File: src/rtl/fifo_arb_pkg.sv
// Shared definitions for the fifo round-robin drain arbiter.
// Contents: FSM state encoding, the widest supported source count, and
// a one-hot decode helper.
package fifo_arb_pkg;

  localparam int unsigned STATE_W = 2;
  localparam int unsigned MAX_SRC = 32;

  // ARB: scan eligible sources; READ: rd_en pulse out; CAPT: fifo dout valid;
  // VALID: word presented downstream
  typedef enum logic [STATE_W-1:0] {
    ST_ARB   = 2'd0,
    ST_READ  = 2'd1,
    ST_CAPT  = 2'd2,
    ST_VALID = 2'd3
  } arb_state_e;

  // One-hot decode of an index; the caller truncates to its source count
  function automatic logic [MAX_SRC-1:0] onehot_vec(input logic [31:0] idx);
    onehot_vec = MAX_SRC'(1) << idx;
  endfunction

endpackage

File: src/rtl/rr_priority_picker.sv
// Combinational round-robin picker.
// Ports: req   - request vector, one bit per source
//        ptr   - highest-priority index (must be < N)
//        gnt_idx - first requesting index at or after ptr, wrapping modulo N
//        any   - at least one request present
module rr_priority_picker #(
  parameter int unsigned N  = 4,
  parameter int unsigned PW = $clog2(N)
) (
  input  logic [N-1:0]  req,
  input  logic [PW-1:0] ptr,
  output logic [PW-1:0] gnt_idx,
  output logic          any
);

  localparam int unsigned SW = PW + 1;

  logic [2*N-1:0] req2;
  logic [N-1:0]   rot;
  logic [PW-1:0]  off;
  logic [SW-1:0]  sum;

  // Rotate so that bit 0 is the ptr source, find lowest set bit, rotate back
  always_comb begin
    req2 = {req, req};
    rot  = N'(req2 >> ptr);
    off  = '0;
    for (int i = N - 1; i >= 0; i--) begin
      if (rot[i]) off = PW'(i);
    end
    any = |rot;
    // ptr and off are both < N, so one conditional subtract is enough
    sum = SW'(ptr) + SW'(off);
    if (sum >= SW'(N)) sum = sum - SW'(N);
    gnt_idx = PW'(sum);
  end

endmodule

File: src/rtl/fifo_rr_drain_arbiter.sv
// Round-robin drain controller: sole reader of NUM_SRC fifos, forwarding
// one word at a time to a ready/valid consumer tagged with its source.
// Ports: clk, rst (sync, active-high)
//        src_mask  - per-source eligibility
//        src_empty - per-source fifo empty flag
//        src_dout  - fifo i registered dout at [i*WIDTH +: WIDTH]
//        src_rd_en - registered one-hot-or-zero read pulse
//        out_data/out_src/out_valid/out_ready - downstream handshake
module fifo_rr_drain_arbiter
  import fifo_arb_pkg::*;
#(
  parameter int unsigned NUM_SRC = 4,
  parameter int unsigned WIDTH   = 8,
  parameter int unsigned SRC_W   = $clog2(NUM_SRC)
) (
  input  logic                     clk,
  input  logic                     rst,
  input  logic [NUM_SRC-1:0]       src_mask,
  input  logic [NUM_SRC-1:0]       src_empty,
  input  logic [NUM_SRC*WIDTH-1:0] src_dout,
  output logic [NUM_SRC-1:0]       src_rd_en,
  output logic [WIDTH-1:0]         out_data,
  output logic [SRC_W-1:0]         out_src,
  output logic                     out_valid,
  input  logic                     out_ready
);

  localparam logic [SRC_W-1:0] LAST_IDX = SRC_W'(NUM_SRC - 1);

  arb_state_e         state_q, state_d;
  logic [SRC_W-1:0]   grant_q, grant_d;
  logic [SRC_W-1:0]   rr_ptr_q, rr_ptr_d;
  logic [NUM_SRC-1:0] rd_en_q, rd_en_d;
  logic [WIDTH-1:0]   out_data_q, out_data_d;
  logic [SRC_W-1:0]   out_src_q, out_src_d;
  logic               out_valid_q, out_valid_d;

  logic [NUM_SRC-1:0] elig_c;
  logic [SRC_W-1:0]   grant_inc_c;
  logic [SRC_W-1:0]   scan_ptr_c;
  logic [SRC_W-1:0]   pick_idx_c;
  logic               pick_any_c;
  logic [WIDTH-1:0]   dout_arr [NUM_SRC];

  // Unpack the flat dout bus for indexing by grant
  for (genvar g = 0; g < NUM_SRC; g++) begin : g_dout
    assign dout_arr[g] = src_dout[g*WIDTH +: WIDTH];
  end

  assign elig_c      = src_mask & ~src_empty;
  // Explicit wrap keeps the pointer in range for non-power-of-2 counts
  assign grant_inc_c = (grant_q == LAST_IDX) ? '0 : grant_q + SRC_W'(1);
  // On a handshake the re-arbitration already scans from the advanced pointer
  assign scan_ptr_c  = (state_q == ST_VALID) ? grant_inc_c : rr_ptr_q;

  rr_priority_picker #(
    .N  (NUM_SRC),
    .PW (SRC_W)
  ) u_picker (
    .req     (elig_c),
    .ptr     (scan_ptr_c),
    .gnt_idx (pick_idx_c),
    .any     (pick_any_c)
  );

  // State and output registers
  always_ff @(posedge clk) begin
    if (rst) begin
      state_q     <= ST_ARB;
      grant_q     <= '0;
      rr_ptr_q    <= '0;
      rd_en_q     <= '0;
      out_data_q  <= '0;
      out_src_q   <= '0;
      out_valid_q <= 1'b0;
    end else begin
      state_q     <= state_d;
      grant_q     <= grant_d;
      rr_ptr_q    <= rr_ptr_d;
      rd_en_q     <= rd_en_d;
      out_data_q  <= out_data_d;
      out_src_q   <= out_src_d;
      out_valid_q <= out_valid_d;
    end
  end

  // Next-state and register-input logic
  always_comb begin
    state_d     = state_q;
    grant_d     = grant_q;
    rr_ptr_d    = rr_ptr_q;
    rd_en_d     = '0;
    out_data_d  = out_data_q;
    out_src_d   = out_src_q;
    out_valid_d = out_valid_q;

    unique case (state_q)
      ST_ARB: begin
        if (pick_any_c) begin
          grant_d = pick_idx_c;
          rd_en_d = NUM_SRC'(onehot_vec(32'(pick_idx_c)));
          state_d = ST_READ;
        end
      end
      ST_READ: begin
        state_d = ST_CAPT;
      end
      ST_CAPT: begin
        out_data_d  = dout_arr[grant_q];
        out_src_d   = grant_q;
        out_valid_d = 1'b1;
        state_d     = ST_VALID;
      end
      ST_VALID: begin
        if (out_ready) begin
          rr_ptr_d    = grant_inc_c;
          out_valid_d = 1'b0;
          if (pick_any_c) begin
            grant_d = pick_idx_c;
            rd_en_d = NUM_SRC'(onehot_vec(32'(pick_idx_c)));
            state_d = ST_READ;
          end else begin
            state_d = ST_ARB;
          end
        end
      end
      default: state_d = ST_ARB;
    endcase
  end

  assign src_rd_en = rd_en_q;
  assign out_data  = out_data_q;
  assign out_src   = out_src_q;
  assign out_valid = out_valid_q;

endmodule

File: config.mk
export PLATFORM = sky130hd
export DESIGN_NAME = fifo_rr_drain_arbiter
export DESIGN_NICKNAME = d
export VERILOG_FILES = /design/src/rtl/fifo_arb_pkg.sv /design/src/rtl/rr_priority_picker.sv /design/src/rtl/fifo_rr_drain_arbiter.sv
export SDC_FILE = /design/constraint.sdc
export NUM_CORES = 1
export LEC_CHECK = 0
export CORE_MARGIN = 10
export CORE_UTILIZATION = 37
export DETAILED_ROUTE_END_ITERATION = 10
export PLACE_DENSITY = 0.84
export SYNTH_ARGS = -nofsm -noshare
export SYNTH_HDL_FRONTEND = slang
export SYNTH_SLANG_ARGS = --single-unit
File: constraint.sdc
create_clock -name clk -period 1.7 [get_ports clk]
set_input_delay 0.17 -clock clk [delete_from_list [all_inputs] [get_ports clk]]
set_output_delay 0.17 -clock clk [all_outputs]
set_load 0.01 [all_outputs]
=== Word-level counts from Yosys, hierarchy flattened ===
Index checks and enable logic that the tools add are counted.

* Output and inout port bits: 15
* Register bits after elaboration: 21

* Bitwise logic cells: 3
* Mux-type cells: 22
* Shift operators: 2
* Magnitude comparators: 2
* Add/sub/neg operators: 3
* Reduce and logical (&&, ||, !) cells: 8
* Equal/unequal tests: 6

{| class="wikitable"
|+ Operators by type and width
! kind !! number
|-
| $mux 2 || 11
|-
| $bmux 8 s2 || 1
|-
| $mux 8 || 2
|-
| $mux 4 || 2
|-
| $pmux 2 s4 || 1
|-
| $pmux 4 s2 || 1
|-
| $reduce_and 2->1 || 4
|-
| $shr 8x2->4 || 1
|-
| $eq 2x2->1 const B || 3
|-
| $ge 3x3->1 const B || 2
|-
| $and 4x4->4 || 1
|-
| $ne 2x2->1 const B || 2
|-
| $not 4->4 || 1
|-
| $pmux 2 s2 || 1
|-
| $reduce_bool 2->1 || 2
|-
| $reduce_or 4->1 || 1
|-
| $shl 1x2->4 const A || 1
|-
| $add 2x2->3 || 1
|-
| $not 2->3 || 1
|-
| $add 2x1->2 const B || 1
|-
| $eq 2x1->1 const B || 1
|-
| $logic_not 2->1 || 1
|-
| $mux 1 || 2
|-
| $pmux 1 s2 || 1
|-
| $sub 2x1->2 const B || 1
|}

=== Logic depth before layout (Yosys ltp) ===
Gate-level depths: netlist (run 1).

* Depth after elaboration: 15
* Depth in mapped cells: 7
* Gate-level depth less buffers: 6

=== Modules after synthesis ===
A second synthesis (run 1) with hierarchy kept.

* Cells, all modules: 127
* Area total of the unflattened synthesis: 1292.5 um2

{| class="wikitable"
|+ By module, submodules not included
! module !! cells an instance !! area an instance (um2) !! times used
|-
| fifo_rr_drain_arbiter || 104 || 1112.3 || 1
|-
| rr_priority_picker || 23 || 180.2 || 1
|}

=== Worst setup path after synthesis (run 1) ===
OpenSTA, ideal clock, no wires.

* Kind: register to register
* Start point: register grant_q[0]
* End point: register rd_en_q[1], in the netlist src_rd_en[1]
* Stages on the path, launching flop included: 7
* Slack: 73 ps
* Clock period less this slack: 1627 ps
* Buffers on the path: 0
* Library setup time: 124 ps
* Data arrival time: 1504 ps
* Cell sequence: dfxtp_1 -> ha_1 -> or3b_4 -> nand3_2 -> nor2_1 -> a211o_1 -> nor3b_2

* Word-level cells in the longest chain between the ends: 15

{| class="wikitable"
|+ Ends and longest elaborated chain
! element !! line !! source
|-
| from (decl) || fifo_rr_drain_arbiter.sv:31 || <nowiki>logic [SRC_W-1:0] grant_q, grant_d;</nowiki>
|-
| from (signal assigned) || fifo_rr_drain_arbiter.sv:78 || <nowiki>grant_q <= grant_d;</nowiki>
|-
| $add 2x1->2 / $eq 2x2->1 (equally long branches) || fifo_rr_drain_arbiter.sv:52 || <nowiki>assign grant_inc_c = (grant_q == LAST_IDX) ? '0 : grant_q + SRC_W'(1);</nowiki>
|-
| $mux 2 (*) || fifo_rr_drain_arbiter.sv:52 ||
|-
| $mux 2 (*) || fifo_rr_drain_arbiter.sv:54 || <nowiki>assign scan_ptr_c = (state_q == ST_VALID) ? grant_inc_c : rr_ptr_q;</nowiki>
|-
| $shr 8x2->4 || rr_priority_picker.sv:26 || <nowiki>rot = N'(req2 >> ptr);</nowiki>
|-
| $mux 2 (4 in a row) || rr_priority_picker.sv:29 || <nowiki>if (rot[i]) off = PW'(i);</nowiki>
|-
| $add 2x2->3 || rr_priority_picker.sv:33 || <nowiki>sum = SW'(ptr) + SW'(off);</nowiki>
|-
| $ge 3x3->1 / $sub 2x1->2 (equally long branches) || rr_priority_picker.sv:34 || <nowiki>if (sum >= SW'(N)) sum = sum - SW'(N);</nowiki>
|-
| $mux 2 || rr_priority_picker.sv:34 ||
|-
| $shl 1x2->4 || fifo_arb_pkg.sv:20 || <nowiki>onehot_vec = MAX_SRC'(1) << idx;</nowiki>
|-
| $mux 4 (*) || fifo_rr_drain_arbiter.sv:99, fifo_rr_drain_arbiter.sv:118 ||
|-
| $mux 4 || fifo_rr_drain_arbiter.sv:115 || <nowiki>if (out_ready) begin</nowiki>
|-
| $pmux 4 s2 (*) || fifo_rr_drain_arbiter.sv:97 || <nowiki>unique case (state_q)</nowiki>
|-
| to (signal assigned) || fifo_rr_drain_arbiter.sv:80 || <nowiki>rd_en_q <= rd_en_d;</nowiki>
|-
| to (decl) || fifo_rr_drain_arbiter.sv:33 || <nowiki>logic [NUM_SRC-1:0] rd_en_q, rd_en_d;</nowiki>
|}

Every way passes the cells marked *; elsewhere a longest branch is shown, timed or not.
A chain may end at the register's enable or synchronous reset.

=== Final worst setup path (run 1) ===
* Start point: register state_q[1]
* End point: register rd_en_q[2], in the netlist src_rd_en[2]

* Word-level cells in the longest chain between the ends: 14

{| class="wikitable"
|+ Ends and longest elaborated chain
! element !! line !! source
|-
| from (decl) || fifo_rr_drain_arbiter.sv:30 || <nowiki>arb_state_e state_q, state_d;</nowiki>
|-
| from (signal assigned) || fifo_rr_drain_arbiter.sv:77 || <nowiki>state_q <= state_d;</nowiki>
|-
| $eq 2x2->1 || fifo_rr_drain_arbiter.sv:54, fifo_rr_drain_arbiter.sv:97 ||
|-
| $mux 2 || fifo_rr_drain_arbiter.sv:54 ||
|-
| $shr 8x2->4 || rr_priority_picker.sv:26 ||
|-
| $mux 2 (4 in a row) || rr_priority_picker.sv:29 ||
|-
| $add 2x2->3 || rr_priority_picker.sv:33 ||
|-
| $ge 3x3->1 / $sub 2x1->2 (equally long branches) || rr_priority_picker.sv:34 ||
|-
| $mux 2 || rr_priority_picker.sv:34 ||
|-
| $shl 1x2->4 || fifo_arb_pkg.sv:20 ||
|-
| $mux 4 || fifo_rr_drain_arbiter.sv:99, fifo_rr_drain_arbiter.sv:118 ||
|-
| $mux 4 || fifo_rr_drain_arbiter.sv:115 ||
|-
| $pmux 4 s2 (*) || fifo_rr_drain_arbiter.sv:97 ||
|}

Marks and branches as above.

==> impl_metrics.yaml, run 1 <==
status:
  status: "complete, no violations"
worst_hold_path:
  worstHoldStart: "out_src[0]$_SDFFE_PP0P_"
  min_to: "out_src[0]$_SDFFE_PP0P_"
  holdCritPathClass: "reg2reg"
  worstHoldPathCells: 2
placed_design:
  gp_congestion: 0.826
  hpwl_um: 3330
  io_buffers: 57
  placed_cells: 234
routing:
  wl_um: 4020
  num_vias: 1241
  drt_iter0_drc: 55
  final_antenna_net_count: 0
  post_drt_wl_per_cell_um: 16.9
  viasPerCell: 5.21
  drt_pre_antenna_iters: 4
  drc_errors: 0
die:
  row_count: 21
  ios: 58
  die_x_um: 79.4
  die_h_um: 79.4
  core-area_um2: 3360
  start_util_pct: 38.8
  die_area_um2: 6300
logic_synthesis:
  synth-simple-area-share_pct: 26.2
  synth_cell_types: 40
  post-synth-top-count-cell: "dfxtp_1"
  synthTopCellsByCount: "dfxtp_1, nor2_1, mux2i_1"
  synth_xor_area_share_pct: 0
  synth.avg_cell_area_um2: 10.4
  synth-edff-count: 0
  synth_compound_area_share_pct: 9.68
  synthAdderAreaFrac_pct: 3.84
  ys_warn_count: 0
  synthMuxAreaShare_pct: 24.8
  post-synth-top-area-cell: "dfxtp_1"
  yosys-top-cells-area: "dfxtp_1, mux4_2, mux2i_1, nor2_1, ha_1"
  synth_seq_cells: 21
  syn_inst: 126
  synth_flop_cell: "dfxtp_1"
  synth_nets: 173
  synth_top_family_by_area: "simple AND/OR/NAND/NOR gates"
  syn_area_um2: 1310
  synth_top_cell_area_share_pct: 32.2
  yosysSeqAreaShare_pct: 32.2
  synthArstFlopShare_pct: 0
timing:
  fmax_mhz: 601
  fin_hold_ws_ns: 0.505
  final-max-slew-violation-count: 0
  setup_viol: 0
  timing.final.crit_share_pct: 98.0
  min_period_ns: 1.67
  tightest_slew_ns: 0.432
  fin_skew_ns: 0.00285
  rsz0062_at_grt: "true"
  relSlewSlack_pct: 71.0
  finalHoldViolCount: 0
clock_network:
  cts_sinks: 21
  cts_buffer_depth: 2
  cts_buffers: 3
  h-tree-depth: 1
  cts_tree: "done"
  cts_root_buf: "clkbuf_4"
  cts_hold_buf: 0
  cts_setup_buffers: 0
  insertion_delay_ns: 0.31
  clk_pin_slew_ns: 0.11
power:
  power.total_uw: 2330
  pwr_density_cell_nw_per_um2: 1120
  power_leakage_uw: 0.000764
  peakVddDrop_uv: 845
global_route:
  grtUsageTotal_pct: 12.5
  grt_pass1_wl_um: 6420
  grt_antenna_before_repair: 0
  globalRouteOverflowTotal: 0
  grt_pass1_vias: 1398
  grt_max_degree: 19
critical_path:
  cpLargestDelayFamily: "simple AND/OR/NAND/NOR gates"
  crit_arrival_ns: 1.92
  regToRegEndpoint: "src_rd_en[2]$_SDFF_PP0_"
  worst_setup_path_start_kind: "register"
  reg2regPathDepth: 5
  critPathMaxFanout: 4
  worst-r2r-setup-slack_ns: 0.03
  slowest_delay_ns: 0.57
  worst-path-buf-inv: 2
  cp.required_ns: 1.96
  cpMaxStageDelayCell: "or4_4"
  crit_type: "reg2reg"
  worstSetupEndpointType: "register"
  worstReg2RegStart: "state_q[1]$_SDFFE_PP0P_"
  cp_cell_sequence: "buf_4 > inv_1 > ha_4 > or4_4 > and3b_1"
job:
  drv_cap: 0
finish:
  areaGrowthSynthToFinish_pct: 59.5
  layoutNonFillerInstCount: 238
  n_fill_cell: 301
  antenna_cells: 0
  nets: 240
  drive_gt1_share_pct: 26.6
registers in the layout, summed over array words and instances, names as in the netlist:
name       flops
out_data       8
src_rd_en      4
grant_q        2
state_q        2
rr_ptr_q       2
out_src        2
out_valid      1
layer usage:
metal | share of wire (%) | GRT usage [%] | vias to the layer above
met3 | 5.7 | 3.83 | 6
met5 | 0 | 0 | -
met4 | 1.4 | 3.23 | 0
met2 | 54 | 23.9 | 38
li1 | - | - | 595
met1 | 39 | 12.8 | 602
cells in the final DEF (no fill, tap or decap), types with 2 or more instances in the layout:
cell type,n
nor2b_4,3
or2_2,2
buf_4,11
nor3b_2,3
o21ai_0,3
nand2b_1,5
a21oi_1,8
dfxtp_2,4
nor2b_1,3
mux4_2,8
nand3_1,3
ha_4,3
nand2_1,4
dfxtp_1,17
nor3_2,3
nor2_1,17
mux2i_1,11
clkdlybuf4s50_1,57
clkbuf_4,3
power breakdown:
part / switching (uW) / total [uW] / internal, uW
clock: 155 / 243 / 87.9
sequential: 79.6 / 699 / 619
combinational: 617 / 1390 / 770
total: 851 / 2330 / 1480
logic make-up after synthesis:
family | count (synthesis)
fa+ha+maj | 4
flops | 21
buf+inv | 8
compound gates | 20
mux | 21
simple gates | 52
repair_timing:
| item | 4_1_cts | 5_1_grt |
|---|---|---|
| endpoints found under the setup margin | 5 | 5 |
| gates resized for setup | 7 | 9 |
| pin swaps | 1 | 4 |
tightest hold or removal path, delay by kind of cell, from the launching register on:
| kind | cells | cell delay (ns) |
|---|---|---|
| mux | 1 | 0.06 |
| flops | 1 | 0.34 |
| simple gates | 1 | 0.07 |
stage by stage:
stage / setup WS (ns) / area, um^2 / TNS, ns / util (%)
after global routing: -0.0119 / 2080 / -0.0228 / 61.9
after detailed placement: -0.0676 / 1980 / -0.244 / 58.9
after floorplan: 0.0726 / 1310 / 0 / -
after CTS: 0.00765 / 2040 / 0 / 60.6
final: 0.0348 / 2080 / 0 / 61.9
after global placement: 0.00132 / 1980 / 0 / 58.9
final cells by class:
class	instances	area [um^2]	share of cell area, %
clock inverter	1	5.00	0.240
multi-input combinational	97	911	43.7
timing repair buffer	68	653	31.4
inverter	2	7.51	0.361
sequential	21	425	20.4
tap	46	57.6	2.76
clock buffer	3	22.5	1.08
how the worst max path moves through the flow:
stage	startpoint	to	slack (ns)	cells past startpoint
after detailed placement	src_empty[1]	src_rd_en[1]$_SDFF_PP0_	-0.07	7
after global routing	grant_q[0]$_SDFFE_PP0P_	src_rd_en[2]$_SDFF_PP0_	-0.01	6
after global placement	state_q[0]$_SDFFE_PP0P_	src_rd_en[1]$_SDFF_PP0_	0.001	6
final	state_q[1]$_SDFFE_PP0P_	src_rd_en[2]$_SDFF_PP0_	0.03	5
after CTS	state_q[0]$_SDFFE_PP0P_	src_rd_en[2]$_SDFF_PP0_	0.008	6
after floorplan	grant_q[0]$_SDFFE_PP0P_	src_rd_en[1]$_SDFF_PP0_	0.07	6
No activity file was read; power rests on OpenSTA's default activity.
==> inputs of run 2 (changes only) <==
==> constraint.sdc (replaced) <==
create_clock -name clk -period 1.7 [get_ports clk]
set_input_delay 0.34 -clock clk [delete_from_list [all_inputs] [get_ports clk]]
set_output_delay 0.34 -clock clk [all_outputs]
set_load 0.01 [all_outputs]
==> run 2 against run 1 <==
Against the previous run: sequential share of layout area is 0.21 points lower; critical endpoint unchanged; register-to-register slack lost 0.02 ns; utilization rose by 0.45 points; sequential power fell by 0.7%; clock power about the same; non-clock buffer count increased by 3; power up 0.50%; design area grew 0.72%; via count increased by 1.2%; largest cell class unchanged; first-iteration DRC count shrank 16%; flip-flop and latch count did not move; final cell count up 1.3%.
==> impl_metrics.yaml, run 2 (synthesis results as in run 1) <==
routing:
  viasPerCell: 5.21
  drc_errors: 0
  drt_iter0_drc: 46
  wl_um: 4130
  num_vias: 1256
  post_drt_wl_per_cell_um: 17.1
  drt_pre_antenna_iters: 4
  final_antenna_net_count: 0
finish:
  layoutNonFillerInstCount: 241
  n_fill_cell: 291
  final_common_cell: "clkdlybuf4s50_1"
  drive_gt1_share_pct: 27.2
  nets: 243
  largest_register_ffs: 8
  mostFrequentLayoutCells: "clkdlybuf4s50_1, dfxtp_1, nor2_1, buf_4, mux2i_1"
  areaGrowthSynthToFinish_pct: 60.7
  antenna_cells: 0
  final_area_um2: 2100
critical_path:
  worst_setup_path_start_kind: "register"
  crit_arrival_ns: 1.94
  worstSetupEndpointType: "register"
  critPathMaxFanout: 4
  crit_type: "reg2reg"
  cp.required_ns: 1.96
clock_network:
  cts_tree: "done"
  cts_buffer_depth: 2
  cts_root_buf: "clkbuf_4"
  h-tree-depth: 1
  clk_pin_slew_ns: 0.12
  insertion_delay_ns: 0.31
  cts_buffers: 3
  cts_sinks: 21
  cts_hold_buf: 0
placed_design:
  place_area_um2: 2000
  hpwl_um: 3380
  pre_cts_slack_ns: -0.253
  gp_congestion: 0.824
  placed_cells: 237
  io_buffers: 57
global_route:
  grt_pass1_wl_um: 6800
  grtUsageTotal_pct: 13.2
  grt_antenna_before_repair: 0
  grt_pass1_vias: 1421
  grt_max_degree: 19
  globalRouteOverflowTotal: 0
status:
  status: "complete, no violations"
timing:
  layout_setup_ws_ns: 0.0134
  relSlewSlack_pct: 78.4
  finalHoldViolCount: 0
  setup_viol: 0
  fin_skew_ns: 0.00173
  final-max-slew-violation-count: 0
  fmax_mhz: 593
  min_period_ns: 1.69
  timing.final.crit_share_pct: 99.2
  rsz0062_at_grt: "true"
  tightest_slew_ns: 0.321
die:
  die_area_um2: 6300
  die_x_um: 79.4
  die_h_um: 79.4
  core-area_um2: 3360
  start_util_pct: 38.8
  ios: 58
  row_count: 21
worst_hold_path:
  holdCritPathClass: "reg2reg"
power:
  power_leakage_uw: 0.000781
  peakVddDrop_uv: 636
  power.total_uw: 2340
  pwr_density_cell_nw_per_um2: 1120
job:
  drv_cap: 0
-- run 2: cell count changes in the layout (fill, tap and decap cells not counted), sizes merged --
cell,delta
buf,+3
-- run 2: final cells by class --
cell class,instances,area (um^2),share of cell area (%)
Sequential cell,21,424,20.2
Timing Repair Buffer,71,676,32.2
Multi-Input combinational cell,97,905,43.1
Clock buffer,3,22.5,1.07
Clock inverter,1,5.00,0.239
Tap cell,46,57.6,2.74
Inverter,2,7.51,0.358
-- run 2: what timing repair did --
action	CTS	global route
buffers inserted	0	0
endpoints found under the setup margin	7	7
pin swaps	2	2
resized for setup	5	9
-- run 2: final timing paths --
path,end,cells after the start,from,slack [ns]
max,src_rd_en[2]$_SDFF_PP0_,5,state_q[0]$_SDFFE_PP0P_,0.01
min,out_valid$_SDFFE_PP0P_,2,out_valid$_SDFFE_PP0P_,0.51
max reg2reg,src_rd_en[2]$_SDFF_PP0_,5,state_q[0]$_SDFFE_PP0P_,0.01
min reg2reg,out_valid$_SDFFE_PP0P_,2,out_valid$_SDFFE_PP0P_,0.51
-- run 2: critical path, stage by stage (launching register included) --
cell and delay (ns):
dfxtp_2 0.36, buf_4 0.14, inv_1 0.10, ha_4 0.22
or4_4 0.57, and3b_1 0.24
-- run 2: layer usage --
| layer | vias up | global-route usage, % | share of wire (%) |
|---|---|---|---|
| li1 | 598 | - | - |
| met3 | 4 | 3.27 | 6.4 |
| met2 | 54 | 25.8 | 55 |
| met4 | 0 | 3.76 | 0.65 |
| met5 | - | 0 | 0 |
| met1 | 600 | 13.4 | 38 |
-- run 2: power breakdown --
| group | switching (uW) | internal [uW] |
|---|---|---|
| Combinational | 625 | 776 |
| Sequential | 77.7 | 616 |
| Clock | 158 | 87.9 |
| Total | 861 | 1480 |
-- run 2: per-stage QoR --
step / utilization (%) / hold slack, ns / setup TNS (ns)
6_report: 62.4 / 0.510 / 0
5_1_grt: 62.4 / 0.566 / -0.0789
4_1_cts: 61.2 / 0.509 / 0
3_5_place_dp: 59.6 / 0.479 / -1.64
3_3_place_gp: 59.6 / 0.474 / -1.02
2_1_floorplan: - / 0.467 / 0
